$ cat config.mk
export PLATFORM = sky130hd
export DESIGN_NAME = fetch_unit
export DESIGN_NICKNAME = d
export VERILOG_FILES = /design/src/rtl/fetch_unit.sv
export SDC_FILE = /design/constraint.sdc
export NUM_CORES = 1
export LEC_CHECK = 0
export ABC_AREA = 1
export BUFFER_PORTS_ARGS = -buffer_cell sky130_fd_sc_hd__buf_4
export CAP_MARGIN = 40
export CORE_ASPECT_RATIO = 1.5
export CORE_MARGIN = 10
export CORE_UTILIZATION = 50
export CTS_CLUSTER_SIZE = 24
export DETAILED_ROUTE_END_ITERATION = 16
export PLACE_DENSITY = 0.81
export SKIP_CTS_REPAIR_TIMING = 1
export SLEW_MARGIN = 20
export SYNTH_ARGS = -nofsm -noshare
export SYNTH_HDL_FRONTEND = slang
export SYNTH_SLANG_ARGS = --single-unit
$ cat constraint.sdc
create_clock -name clk -period 9.1 [get_ports clk]
set_input_delay 1.82 -clock clk [delete_from_list [all_inputs] [get_ports clk]]
set_output_delay 1.82 -clock clk [all_outputs]
set_load 0.02 [all_outputs]
$ cat src/rtl/fetch_unit.sv
// Instruction fetch front end: sequential PC generation, one-cycle-latency memory
// tracking, and a 2-entry {pc, instr} buffer feeding decode, with redirect flush.
module fetch_unit #(
    parameter logic [31:0] RESET_PC = 32'h0000_0000
) (
    input  logic        clk,
    input  logic        rst,
    output logic [31:0] imem_addr,
    input  logic [31:0] imem_data,
    input  logic        redirect_valid,
    input  logic [31:0] redirect_pc,
    output logic        out_valid,
    input  logic        out_ready,
    output logic [31:0] out_instr,
    output logic [31:0] out_pc,
    output logic        misalign_err
);

    logic [31:0] pc_q, pc_d;
    logic        inflight_q, inflight_d;
    logic [31:0] inflight_pc_q, inflight_pc_d;
    logic [1:0]  count_q, count_d;
    logic        rd_ptr_q, rd_ptr_d;
    logic        wr_ptr_q, wr_ptr_d;
    logic        misalign_q, misalign_d;
    logic [31:0] fifo_pc_q    [2];
    logic [31:0] fifo_instr_q [2];

    logic        pop, push, issue;
    logic [2:0]  credit;

    assign imem_addr    = pc_q;
    assign misalign_err = misalign_q;
    assign out_valid    = (count_q != 2'd0) & ~redirect_valid & ~rst;
    assign out_pc       = (count_q != 2'd0) ? fifo_pc_q[rd_ptr_q]    : 32'h0;
    assign out_instr    = (count_q != 2'd0) ? fifo_instr_q[rd_ptr_q] : 32'h0;
    assign pop          = out_valid & out_ready;

    // Buffered plus outstanding entries must stay below capacity so the
    // returning word always has a slot.
    assign credit = {1'b0, count_q} + {2'b00, inflight_q} - {2'b00, pop};
    assign issue  = ~rst & ~redirect_valid & (credit < 3'd2);
    assign push   = ~rst & ~redirect_valid & inflight_q;

    always_comb begin
        pc_d          = pc_q;
        inflight_d    = 1'b0;
        inflight_pc_d = inflight_pc_q;
        count_d       = count_q;
        rd_ptr_d      = rd_ptr_q;
        wr_ptr_d      = wr_ptr_q;
        misalign_d    = redirect_valid & (redirect_pc[1:0] != 2'b00);
        if (redirect_valid) begin
            pc_d     = {redirect_pc[31:2], 2'b00};
            count_d  = 2'd0;
            rd_ptr_d = 1'b0;
            wr_ptr_d = 1'b0;
        end else begin
            if (issue) begin
                pc_d          = pc_q + 32'd4;
                inflight_d    = 1'b1;
                inflight_pc_d = pc_q;
            end
            if (push) wr_ptr_d = ~wr_ptr_q;
            if (pop)  rd_ptr_d = ~rd_ptr_q;
            case ({push, pop})
                2'b10:   count_d = count_q + 2'd1;
                2'b01:   count_d = count_q - 2'd1;
                default: count_d = count_q;
            endcase
        end
    end

    always_ff @(posedge clk) begin
        if (rst) begin
            pc_q          <= RESET_PC;
            inflight_q    <= 1'b0;
            inflight_pc_q <= 32'h0;
            count_q       <= 2'd0;
            rd_ptr_q      <= 1'b0;
            wr_ptr_q      <= 1'b0;
            misalign_q    <= 1'b0;
        end else begin
            pc_q          <= pc_d;
            inflight_q    <= inflight_d;
            inflight_pc_q <= inflight_pc_d;
            count_q       <= count_d;
            rd_ptr_q      <= rd_ptr_d;
            wr_ptr_q      <= wr_ptr_d;
            misalign_q    <= misalign_d;
        end
    end

    // Payload storage needs no reset; count qualifies every read.
    always_ff @(posedge clk) begin
        if (push) begin
            fifo_pc_q[wr_ptr_q]    <= inflight_pc_q;
            fifo_instr_q[wr_ptr_q] <= imem_data;
        end
    end

    a_no_overflow: assert property (@(posedge clk) disable iff (rst)
        !(push && !pop && count_q == 2'd2));

endmodule

After elaboration in Yosys (flattened, before gate mapping)
Memories as Yosys holds them, arrays and structs flattened. A register that Yosys moved wholly into a read port is not among the register bits.
Index checks and enable logic that the tools add are counted.
{"block": "op_classes", "eq_ne": 2, "mux": 12, "bitwise_logic": 11, "add_sub_neg": 5, "reduce_logical": 6, "magnitude_cmp": 1}
{"cell": "2-to-1 mux 32 bit", "n": 4}
{"cell": "adder 32 x 3 -> 32 bit, second input constant", "n": 1}
{"cell": "nonzero test 2 bit", "n": 4}
{"cell": "AND 1 bit", "n": 7}
{"cell": "2-to-1 mux 1 bit", "n": 7}
{"cell": "NOT 1 bit", "n": 4}
{"cell": "case mux 2 bit (2 select lines)", "n": 1}
{"cell": "adder 2 x 1 -> 3 bit", "n": 1}
{"cell": "less-than comparator 3 x 2 -> 1 bit, second input constant", "n": 1}
{"cell": "subtractor 3 x 1 -> 3 bit", "n": 1}
{"cell": "adder 2 x 1 -> 2 bit, second input constant", "n": 1}
{"cell": "equality test 2 x 1 -> 1 bit, second input constant", "n": 1}
{"cell": "equality test 2 bit, second input constant", "n": 1}
{"cell": "AND reduction 2 bit", "n": 1}
{"cell": "OR reduction 2 bit", "n": 1}
{"cell": "subtractor 2 x 1 -> 2 bit, second input constant", "n": 1}
{"block": "word_totals", "n_memories": 2, "wordCells": 47, "regBits": 70, "input_bits": 68, "out_inout_bits": 98, "ramBits": 128}
{"name": "fifo_instr_q", "depth": 2, "width": 32, "rd": 1, "rd_ports_with_merged_regs": 1, "write_ports": 1, "line_no": "27", "rtl": "logic [31:0] fifo_instr_q [2];"}
{"name": "fifo_pc_q", "depth": 2, "width": 32, "rd": 1, "rd_ports_with_merged_regs": 1, "write_ports": 1, "line_no": "26", "rtl": "logic [31:0] fifo_pc_q [2];"}

Depth between registers and ports, before layout
{"block": "logic_depth", "word_depth": 9, "depth_mapped": 19, "ltp_nobuf": 18}

Least setup slack after synthesis
Ideal clock, no wire load.
{"block": "synth_path", "kind": "input to register", "startpoint": "in redirect_valid", "endpoint": "mem fifo_instr_q[1][0] (enable)", "n_path_buf": 0, "path_stages": 3, "arrival_time_ns": 4.693, "required_ns": 8.616, "slack_ns": 3.923, "setup_time_ns": 0.484, "path_cell_list": "inv_2 -> nand3_1 -> nor2_1"}
{"block": "synth_between", "elab_chain_len": 5}
{"element": "from (decl)", "line_no": "10", "rtl": "input logic redirect_valid,"}
{"element": "NOT 1 bit (no source line)"}
{"element": "AND 1 bit (2 in series)", "line_no": "43", "rtl": "assign push = ~rst & ~redirect_valid & inflight_q;"}
{"element": "2-to-1 mux 1 bit", "line_no": "96", "rtl": "if (push) begin"}
{"element": "2-to-1 mux 1 bit (not written as such)", "line_no": "98", "rtl": "fifo_instr_q[wr_ptr_q] <= imem_data;"}
{"element": "to (decl)", "line_no": "27"}
No other way between the ends.

Worst setup path in the final report
{"block": "layout_path", "startpoint": "in rst", "endpoint": "reg inflight_pc_q[7]"}
{"block": "layout_between", "elab_chain_len": 7, "word_cells_on_any_way": 8, "cone_classes": "add/sub (1); order compare (1); bitwise (5); reduce/logical (1)"}
{"element": "from (decl)", "line_no": "7", "rtl": "input logic rst,"}
{"element": "NOT 1 bit", "line_no": "34", "rtl": "assign out_valid = (count_q != 2'd0) & ~redirect_valid & ~rst;"}
{"element": "AND 1 bit", "line_no": "34"}
{"element": "AND 1 bit", "line_no": "37", "rtl": "assign pop = out_valid & out_ready;"}
{"element": "named net pop", "line_no": "29", "rtl": "logic pop, push, issue;"}
{"element": "subtractor 3 x 1 -> 3 bit", "line_no": "41", "rtl": "assign credit = {1'b0, count_q} + {2'b00, inflight_q} - {2'b00, pop};"}
{"element": "less-than comparator 3 x 2 -> 1 bit", "line_no": "42", "rtl": "assign issue = ~rst & ~redirect_valid & (credit < 3'd2);"}
{"element": "AND 1 bit", "line_no": "42"}
{"element": "AND reduction 2 bit (no source line)"}
{"element": "to (signal assigned)", "line_no": "86", "rtl": "inflight_pc_q <= inflight_pc_d;"}
{"element": "to (decl)", "line_no": "21", "rtl": "logic [31:0] inflight_pc_q, inflight_pc_d;"}
The timed path passes the listed nets, and every way through them passes these cells.
A chain may end at the register's enable or synchronous reset.

==> flow_summary.ini <==
[critical_path]
crit_start = rst
cp-endpoint = inflight_pc_q[7]
cp.required_ns = 9.37
critPathArrivalTime_ns = 6.00
r2r_start = count_q[1]
cpPeakStageDelay_ns = 0.87
worstPathMaxFanout = 64
startpoint_type = input pin
ff2ff_path_depth = 13
cp_cell_sequence = buf_4 -> inv_2 -> nand2_2 -> nor2_1 -> nand2_1 -> inv_1 -> ha_1 -> inv_1 -> nand2_1 -> fa_1 -> xnor2_1 -> nand2_2 -> clkinv_2 -> o21ai_0 -> a21oi_1
cp_slowest_cell = clkinv_2
end_kind = register
critical_path_class = input pin to register
ff2ff_setup_slack_ns = 5.06
timing.rr.end = inflight_pc_q[7]

[route]
viasPerCell = 5.205
finalWirelength_mm = 20.79
antenna_left = 0
drt_iter0_markers = 552
route.detailed.drc = 0
via_count = 6506
wl_per_cell_um = 16.63
first_pass_iters = 5

[synthesis]
ys_ff_latch = 191
synth_flop_cell = edfxtp_1
netlist_area_mm2 = 0.008155
seq_area_frac_synth_pct = 62.10
syn_avg_cell_area_um2 = 9.194
synth_edf_count = 124
ys_warn_count = 0
ys_types = 35
async_reset_ff_share_pct = 0
syn_inst = 887

[placed_design]
numPortBuffers = 161
dpl_worst_slack_ns = 3.052
gp_congestion = 0.9050
dp_hpwl_mm = 14.63

[global_routing]
antenna_found_initial = 0
grt_pass1_wl_mm = 33.44
grt_usage_pct = 18.56
grt_overflow = 0
grt_start_max_net_pins = 65
grt_pass1_vias = 6527

[timing]
report.final.slew_viol_count = 0
tightest_slew_ns = 0.8030
period_needed_ns = 5.732
finalCritPeriodShare_pct = 62.99
fin_ws_ns = 3.368
rsz0062_at_grt = false
hold_viol = 0
tns_ns = 0
slew_headroom_pct = 46.28
finClkSkew_ns = 0.009661
finalSetupViolCount = 0
hold_slack_ns = 0.4599
fmax_mhz = 174.4

[pwr]
swShare_pct = 23.87
ir_drop_mv = 0.08802
power.switching_uw = 434.5
pwr-share-seq_pct = 53.2
comb_power_share_pct = 7.1
p_int_uw = 1386
clkPwrFrac_pct = 39.7
p_leak_uw = 0.004179
power.density_mw_per_mm2 = 180.9

[clocking]
clockBufferDepth = 2
cts_buffers = 17
cts.sinks = 191
htree_levels = 4
cts_tree = yes
path_clk_slew_ns = 0.07
insertion_delay_ns = 0.42
cts_root_buf = clkbuf_16

[final_layout]
post-route-util_pct = 62.43
area_delta_synth_final_pct = 23.38
drive_above_1_share_pct = 20.50
nets = 1103
antenna_cells = 0
fill_cells = 1359

[die]
rows = 57
initial_utilization_pct = 50.60
ios = 166
floorplan.die_area_mm2 = 0.02192
die_y_um = 176.4
core_mm2 = 0.01612
dieWidth_um = 124.3

[run_status]
status = finished clean

[job]
cap_violations = 0

[hold_path]
min_path_type = register to register
==> layer usage <==
metal  vias to the layer above  routed length (um)  track usage [%]
met5                         -                   0                0
met4                         0                 795            9.202
met3                        42                1150            4.022
met2                       237               10730            32.60
met1                      3007                8112            20.86
li1                       3220                   -                -
==> cells by family after synthesis <==
group	count (synthesis)	synth area share, %
buf+inv	117	6.029
simple gates	443	22.43
flops	191	62.10
fa+ha+maj	4	0.7058
other cells	1	0.04598
compound gates	128	8.361
xor+xnor	3	0.3222
==> per-stage QoR <==
stage          power [uW]  cells  cell area, um2
4_1_cts              1833   1250           10060
3_3_place_gp         1111   1217            9468
3_5_place_dp         1116   1218            9488
6_report             1820   1250           10060
5_1_grt              1886   1250           10060
2_1_floorplan        1055    890            8167
==> critical path: cells and delay by family <==
kind	cells	cell delay [ns]
AOI/OAI and AO/OA	2	0.55
buffers and inverters	5	1.72
and+or+nand+nor	5	1.11
adders and majority gates	2	0.63
xor gates and xnor gates	1	0.15
==> flip-flops by register name, indices dropped and copies added (netlist names), named ones only <==
register       cells
count_q            2
fifo_instr_q      64
fifo_pc_q         60
imem_addr         30
inflight_pc_q     30
inflight_q         1
misalign_err       1
rd_ptr_q           1
wr_ptr_q           1
==> power groups by stage <==
stage	logic [uW]	clock network (uW)	registers, uW
4_1_cts	129	735	968
3_3_place_gp	125	0	986
3_5_place_dp	128	0	987
2_1_floorplan	64.5	0	991
5_1_grt	143	772	971
6_report	129	723	969
==> layout make-up <==
type	instances	area, um2	share of cell area [%]
repair buffers	166	1259	12.51
flip-flops and latches	191	5066	50.35
well taps	206	257.7	2.562
multi-input cells	582	2630	26.14
inverters	73	275.3	2.736
clock inverters	15	148.9	1.480
clock buffers	17	425.4	4.228
==> cell usage in the layout (no fill, tap or decap), types with 6 or more instances in the layout <==
cell type  instances
nor3_1            13
dfxtp_1           66
clkbuf_16         17
nor2_1            81
inv_1             69
o21ai_0           17
a211oi_1           8
a21oi_1           87
buf_4            165
nand3b_1           8
nand2_1          269
nor2_2             6
edfxtp_1         124
nand3_1           54
==> cells in the mapped netlist, types with 7 or more instances <==
library cell,n,area share [%]
inv_1,69,3.2
o21ai_0,17,1.0
nand3_1,54,3.3
buf_2,8,0.49
nor3_1,13,0.80
nand3b_1,8,0.74
nor2_2,7,0.54
dfxtp_1,67,16
clkbuf_1,26,1.2
nand2_1,269,12
edfxtp_1,124,46
a21oi_1,87,5.3
nor2_1,83,3.8
a211oi_1,8,0.74
==> worst min path at each step <==
stage | start | end | slack [ns] | cells past startpoint
3_3_place_gp | inflight_pc_q[28] | fifo_pc_q[0][28] | 0.43 | 0
2_1_floorplan | inflight_pc_q[10] | fifo_pc_q[0][10] | 0.42 | 0
3_5_place_dp | inflight_pc_q[23] | fifo_pc_q[1][23] | 0.44 | 0
6_report | inflight_pc_q[26] | fifo_pc_q[0][26] | 0.46 | 0
5_1_grt | inflight_pc_q[26] | fifo_pc_q[0][26] | 0.47 | 0
4_1_cts | inflight_pc_q[26] | fifo_pc_q[0][26] | 0.46 | 0
(Power assumes the default switching activity.)
